$ cat config.mk
export PLATFORM = sky130hd
export DESIGN_NAME = saturn_pc_rstk_stack
export DESIGN_NICKNAME = d
export VERILOG_FILES = /design/src/rtl/saturn_pc_rstk_stack.sv
export SDC_FILE = /design/constraint.sdc
export NUM_CORES = 1
export LEC_CHECK = 0
export CAP_MARGIN = 15
export CORE_UTILIZATION = 55
export DETAILED_ROUTE_END_ITERATION = 7
export GPL_TIMING_DRIVEN = 0
export PLACE_DENSITY = 0.75
export SYNTH_ARGS = -nofsm -noshare
export SYNTH_HDL_FRONTEND = slang
export SYNTH_SLANG_ARGS = --single-unit
export TNS_END_PERCENT = 10
$ cat constraint.sdc
create_clock -name i_clk -period 4.5 [get_ports i_clk]
set_input_delay 0.45 -clock i_clk [delete_from_list [all_inputs] [get_ports i_clk]]
set_output_delay 0.45 -clock i_clk [all_outputs]
set_load 0.02 [all_outputs]
$ cat src/rtl/saturn_pc_rstk_stack.sv
// saturn_pc_rstk_stack
// PC register, serial jump-operand assembler and circular return stack for
// the Saturn core. The decoder feeds jump operands one nibble at a time
// (least-significant first); the unit raises o_reload_pc whenever the fetch
// pipeline must be flushed and restarted from o_pc.
//
// Optional feature: define SATURN_RSTK_DBG_EN to add the i_dbg_idx/o_dbg_val
// read-only window into the return stack (index 0 = top of stack).
//
// FSM states
//   state  | meaning
//   IDLE   | normal sequencing; stack operations and PC increment accepted
//   DECODE | collecting operand nibbles for a pending jump
//   EXEC   | operand complete; PC loaded (and GOSUB push) on the next step
module saturn_pc_rstk_stack #(
    parameter int  ADDR_W     = 20,
    parameter int  RSTK_DEPTH = 8,
    localparam int PTR_W      = $clog2(RSTK_DEPTH),
    localparam int NIBS       = ADDR_W / 4
) (
    input  logic              i_clk,
    input  logic              i_reset_n,
    input  logic              i_clk_en,
    input  logic              i_stall,
    input  logic              i_inc_pc,
    input  logic              i_jump_start,
    input  logic [2:0]        i_jump_len,
    input  logic              i_jump_rel,
    input  logic              i_jump_push,
    input  logic              i_nib_valid,
    input  logic [3:0]        i_nibble,
    input  logic              i_rtn,
    input  logic              i_push,
    input  logic [ADDR_W-1:0] i_push_data,
    input  logic              i_pop,
    output logic [ADDR_W-1:0] o_pc,
    output logic              o_reload_pc,
    output logic              o_busy,
    output logic [ADDR_W-1:0] o_pop_data,
    output logic [PTR_W:0]    o_rstk_count,
    output logic              o_rstk_ovf,
`ifdef SATURN_RSTK_DBG_EN
    input  logic [PTR_W-1:0]  i_dbg_idx,
    output logic [ADDR_W-1:0] o_dbg_val,
`endif
    output logic              o_rstk_unf
);

    typedef enum logic [1:0] {
        IDLE   = 2'd0,
        DECODE = 2'd1,
        EXEC   = 2'd2
    } state_t;

    localparam logic [PTR_W:0]   FULL    = (PTR_W+1)'(RSTK_DEPTH);
    localparam logic [PTR_W-1:0] PTR_MAX = PTR_W'(RSTK_DEPTH - 1);
    localparam logic [3:0]       NIBS_L  = 4'(NIBS);

    state_t              state_q, state_d;
    logic [ADDR_W-1:0]   pc_q, pc_d;
    logic [ADDR_W-1:0]   base_q, base_d;
    logic [ADDR_W-1:0]   off_q, off_d;
    logic [3:0]          len_q, len_d;
    logic [3:0]          cnt_q, cnt_d;
    logic                reload_q, reload_d;
    logic [ADDR_W-1:0]   pop_data_q, pop_data_d;
    logic [PTR_W:0]      count_q, count_d;
    logic [PTR_W-1:0]    ptr_q, ptr_d;
    logic                ovf_q, ovf_d;
    logic                unf_q, unf_d;
    logic [ADDR_W-1:0]   rstk_q [RSTK_DEPTH];
    logic [ADDR_W-1:0]   rstk_d [RSTK_DEPTH];

    logic                step;
    logic                stk_empty;
    logic [ADDR_W-1:0]   top_val;
    logic [3:0]          len_req;
    logic                sign_bit;
    logic [ADDR_W-1:0]   off_ext;
    logic                do_push;
    logic [ADDR_W-1:0]   push_val;

    assign step      = i_clk_en & ~i_stall;
    assign stk_empty = (count_q == '0);
    assign top_val   = stk_empty ? '0 : rstk_q[ptr_q];
    assign len_req   = ({1'b0, i_jump_len} > NIBS_L) ? NIBS_L : {1'b0, i_jump_len};

    // Sign-extend the assembled operand from its actual width (4*len bits).
    always_comb begin
        sign_bit = 1'b0;
        off_ext  = '0;
        for (int n = 1; n <= NIBS; n++) begin
            if (len_q == 4'(n)) begin
                sign_bit = off_q[4*n-1];
            end
        end
        for (int b = 0; b < ADDR_W; b++) begin
            off_ext[b] = (b >= 4 * int'(len_q)) ? sign_bit : off_q[b];
        end
    end

    // Next-state for FSM, PC, operand assembler and return stack.
    always_comb begin
        state_d    = state_q;
        pc_d       = pc_q;
        base_d     = base_q;
        off_d      = off_q;
        len_d      = len_q;
        cnt_d      = cnt_q;
        reload_d   = reload_q;
        pop_data_d = pop_data_q;
        count_d    = count_q;
        ptr_d      = ptr_q;
        ovf_d      = ovf_q;
        unf_d      = unf_q;
        rstk_d     = rstk_q;
        do_push    = 1'b0;
        push_val   = '0;

        if (step) begin
            reload_d = 1'b0;
            case (state_q)
                IDLE: begin
                    if (i_jump_start && (i_jump_len != 3'd0)) begin
                        base_d  = pc_q;
                        len_d   = len_req;
                        off_d   = '0;
                        cnt_d   = '0;
                        state_d = DECODE;
                    end else if (i_rtn) begin
                        pc_d     = top_val;
                        reload_d = 1'b1;
                        if (stk_empty) begin
                            unf_d = 1'b1;
                        end else begin
                            rstk_d[ptr_q] = '0;
                            count_d       = count_q - (PTR_W+1)'(1);
                            ptr_d         = ptr_q - PTR_W'(1);
                        end
                    end else if (i_pop && i_push) begin
                        // Exchange: top replaced in place, depth unchanged
                        // unless the stack was empty.
                        pop_data_d    = top_val;
                        rstk_d[ptr_q] = i_push_data;
                        if (stk_empty) begin
                            count_d = (PTR_W+1)'(1);
                            unf_d   = 1'b1;
                        end
                    end else if (i_pop) begin
                        pop_data_d = top_val;
                        if (stk_empty) begin
                            unf_d = 1'b1;
                        end else begin
                            rstk_d[ptr_q] = '0;
                            count_d       = count_q - (PTR_W+1)'(1);
                            ptr_d         = ptr_q - PTR_W'(1);
                        end
                    end else if (i_push) begin
                        do_push  = 1'b1;
                        push_val = i_push_data;
                    end else if (i_inc_pc) begin
                        pc_d = pc_q + ADDR_W'(1);
                    end
                end
                DECODE: begin
                    if (i_inc_pc) begin
                        pc_d = pc_q + ADDR_W'(1);
                    end
                    if (i_nib_valid) begin
                        for (int n = 0; n < NIBS; n++) begin
                            if (cnt_q == 4'(n)) begin
                                off_d[4*n +: 4] = i_nibble;
                            end
                        end
                        cnt_d = cnt_q + 4'd1;
                        if ((cnt_q + 4'd1) == len_q) begin
                            state_d  = EXEC;
                            reload_d = 1'b1;
                        end
                    end
                end
                EXEC: begin
                    pc_d = i_jump_rel ? (base_q + off_ext) : off_q;
                    if (i_jump_push) begin
                        do_push  = 1'b1;
                        push_val = pc_q;
                    end
                    state_d = IDLE;
                end
                default: begin
                    state_d = IDLE;
                end
            endcase

            // Circular push: when full, the pointer lands on the oldest entry.
            if (do_push) begin
                ptr_d         = ptr_q + PTR_W'(1);
                rstk_d[ptr_d] = push_val;
                if (count_q == FULL) begin
                    ovf_d = 1'b1;
                end else begin
                    count_d = count_q + (PTR_W+1)'(1);
                end
            end
        end
    end

    // State registers with asynchronous active-low reset.
    always_ff @(posedge i_clk or negedge i_reset_n) begin
        if (!i_reset_n) begin
            state_q    <= IDLE;
            pc_q       <= '0;
            base_q     <= '0;
            off_q      <= '0;
            len_q      <= '0;
            cnt_q      <= '0;
            reload_q   <= 1'b0;
            pop_data_q <= '0;
            count_q    <= '0;
            ptr_q      <= PTR_MAX;
            ovf_q      <= 1'b0;
            unf_q      <= 1'b0;
            for (int i = 0; i < RSTK_DEPTH; i++) begin
                rstk_q[i] <= '0;
            end
        end else begin
            state_q    <= state_d;
            pc_q       <= pc_d;
            base_q     <= base_d;
            off_q      <= off_d;
            len_q      <= len_d;
            cnt_q      <= cnt_d;
            reload_q   <= reload_d;
            pop_data_q <= pop_data_d;
            count_q    <= count_d;
            ptr_q      <= ptr_d;
            ovf_q      <= ovf_d;
            unf_q      <= unf_d;
            rstk_q     <= rstk_d;
        end
    end

    assign o_pc         = pc_q;
    assign o_reload_pc  = reload_q;
    assign o_busy       = (state_q != IDLE);
    assign o_pop_data   = pop_data_q;
    assign o_rstk_count = count_q;
    assign o_rstk_ovf   = ovf_q;
    assign o_rstk_unf   = unf_q;

`ifdef SATURN_RSTK_DBG_EN
    // Read-only view; the subtraction wraps modulo the (power-of-two) depth.
    assign o_dbg_val = rstk_q[ptr_q - i_dbg_idx];
`endif

endmodule

==> qor.yml <==
status:
  outcome: "finished clean"
placed_design:
  gp_congestion: 1.004
  dpl.hpwl_um: 40610
  dp_slack_ns: 0.6923
  port_buffers: 63
critical_path:
  worst-path-max-fanout: 10
  max_stage_delay_ns: 0.52
  reg2reg_from: "len_q[1]"
  cp-end-kind: "flip-flop"
  critPathSlowestCell: "a2111o_1"
  critPathKind: "flip-flop to flip-flop"
  reg2regPathDepth: 13
  crit_buf_inv: 1
  crit_chain: "clkbuf_1, nor3_1, nor2b_1, ha_1, fa_1, a21o_1, a22o_1, a2111o_1, and3_1, o21ai_1, mux2i_1, nand2_1, a21oi_1"
  r2r_setup_slack_ns: 0.61
  r2r-end: "o_pc[12]"
  start_kind: "flip-flop"
  crit_family: "compound AO/OA/AOI/OAI gates"
  crit_required_ns: 4.99
  critPathArrivalTime_ns: 4.38
floorplanning:
  initial_utilization_pct: 56.33
  dieHeight_um: 168.6
  dieArea_mm2: 0.02843
  num_rows: 60
  core_mm2: 0.02710
  ios: 87
  die_w_um: 168.6
route:
  wl_per_cell_um: 25.24
  finalWirelength_um: 55550
  via_per_inst: 6.779
  ant_nets: 0
  dr.pass1.iters: 6
  vias: 14920
  drt_iter0_markers: 1901
  drcViolationCount: 0
power_and_ir_drop:
  ir_drop_mv: 0.3322
  p_sw_share_pct: 43.43
  seqPwrFrac_pct: 32.7
  switchingPower_mw: 4.566
  clkPwrFrac_pct: 22.9
  leakage_nw: 7.028
  p_total_mw: 10.51
  p_per_area_mw_per_mm2: 604.8
  internal_power_mw: 5.947
  comb_power_share_pct: 44.4
sta:
  slew_viol_final: 0
  fmax_ghz: 0.2570
  rsz0062_at_grt: "no"
  worstMarginPinSlew_ns: 0.8801
  finalClockSkew_ns: 0.01286
  timing.hold.ws_ns: 0.4247
  post-route-min-period_ns: 3.892
  finalSetupViolCount: 0
  fin_ws_ns: 0.6085
  finalSetupTns_ns: 0
  report.final.hold_viol_count: 0
  post-route-period-util_pct: 86.48
  slew_headroom_pct: 41.11
cts:
  clockBufferDepth: 3
  clkTransAtPathRegs_ns: 0.06
  cts_tree: "done"
  cts_root_buf: "clkbuf_16"
  cts_buffers: 30
  cts.sinks: 259
  clk_latency_ns: 0.57
  h-tree-depth: 1
  post_cts_buffers: 0
synth:
  synthFlopType: "dfrtp_1"
  synth_cells: 1711
  synth_seq_cells: 259
  syn_area_per_cell_um2: 8.922
  netlist_area_mm2: 0.01527
  ys_seq_area_share_pct: 42.48
  synth-edff-count: 0
  syn_nets: 1785
  synth_cell_types: 73
  yosysWarnings: 0
  async_flop_share_pct: 100.0
global_route:
  grt_max_degree: 103
  grt_pass1_wl_um: 86080
  grt_pass1_vias: 14490
  antenna_found_initial: 0
  grt_usage_pct: 39.57
  grt.overflow.total: 0
cells_and_area:
  num_antenna_cells: 0
  syn2layout_area_growth_pct: 13.86
  final_layout_size_suffix_gt1_share_pct: 9.513
  final_nets: 1883
  post-route-util_pct: 64.14
  layout_commonest_cell: "nand2_1"
  final_cell_mix: "nand2_1, dfrtp_1, a22oi_1"
worst_hold_path:
  min_path_cells: 3
  min_to: "rstk_q[118]"
  min_from: "i_push_data[18]"
  hold_path.class: "input pin to flip-flop"
run:
  cap_violations: 0
power by group through the flow:
stage	Sequential [mW]	Clock [mW]	Combinational (mW)
after floorplan	3.39	0	2.87
after global placement	3.42	0	4.43
after detailed placement	3.43	0	4.53
after CTS	3.40	2.40	4.55
after global routing	3.47	2.48	5.03
final	3.43	2.41	4.67
worst max-delay path by stage:
stage                          from    endpoint  cells after the start
final                      len_q[1]    o_pc[12]                     13
after global routing       len_q[1]    o_pc[12]                     13
after CTS                  len_q[1]    o_pc[12]                     13
after detailed placement   len_q[1]    o_pc[12]                     13
after global placement    i_reset_n  rstk_q[15]                      1
after floorplan            len_q[1]    o_pc[12]                     13
final cells by class:
class | instances | area, um^2
Sequential cell | 259 | 6485
Clock buffer | 48 | 929.6
Clock inverter | 4 | 20.02
Inverter | 30 | 112.6
Multi-Input combinational cell | 1269 | 7991
Buffer | 153 | 676.9
Timing Repair Buffer | 66 | 700.7
Tap cell | 372 | 465.4
Fill cell | 2322 | 9719
worst min-delay path, cell delays in order:
cell and delay, ns:
clkbuf_1 0.21, a22oi_1 0.22, o21ai_1 0.07
routing by layer:
layer  track usage, %  share of wire [%]  up-vias
met4            18.02                4.8        0
met5                0                  0        -
li1                 -                  -     6469
met3            7.201                 11      206
met1            51.58                 38     7230
met2            64.44                 47     1015
repair_timing:
action | 4_1_cts | 5_1_grt
gates resized for setup | 0 | 0
setup endpoints to repair | 0 | 0
endpoints found under the hold margin | 78 | 0
hold buffers | 1 | 0
registers in the layout (all words and copies together) (netlist names):
| name | flops |
|---|---|
| cnt_q | 4 |
| len_q | 3 |
| o_reload_pc | 1 |
| state_q | 2 |
| o_rstk_count | 4 |
| rstk_q | 160 |
| off_q | 20 |
| o_rstk_unf | 1 |
| o_pop_data | 20 |
| ptr_q | 3 |
| o_rstk_ovf | 1 |
| base_q | 20 |
| o_pc | 20 |
cells by family after synthesis:
family          count (synthesis)  share of synthesized area (%)
compound gates                640                          27.35
xor+xnor                       40                          2.295
fa+ha+maj                      35                          2.918
buf+inv                       183                          5.172
flops                         259                          42.48
mux                            77                          6.254
simple gates                  477                          13.53
synthesized netlist by cell type (26+ instances only):
master / instances / area share (%)
a21oi_1: 66 / 2.2
a22oi_1: 182 / 9.0
buf_2: 48 / 1.6
clkbuf_1: 89 / 2.2
dfrtp_1: 256 / 42
ha_1: 34 / 2.8
mux2_2: 37 / 2.7
mux2i_1: 29 / 1.9
nand2_1: 285 / 7.0
nor2_1: 83 / 2.0
o21ai_0: 125 / 4.1
o21ai_1: 116 / 3.8
xnor2_1: 26 / 1.5
metrics by stage:
step | cells | instance area, um^2
finish | 2201 | 17380
global route | 2201 | 17380
CTS | 2201 | 17380
detailed placement | 2148 | 16420
global placement | 2146 | 16360
floorplan | 1711 | 15270
Note: power is estimated with default switching activity, not from simulation.
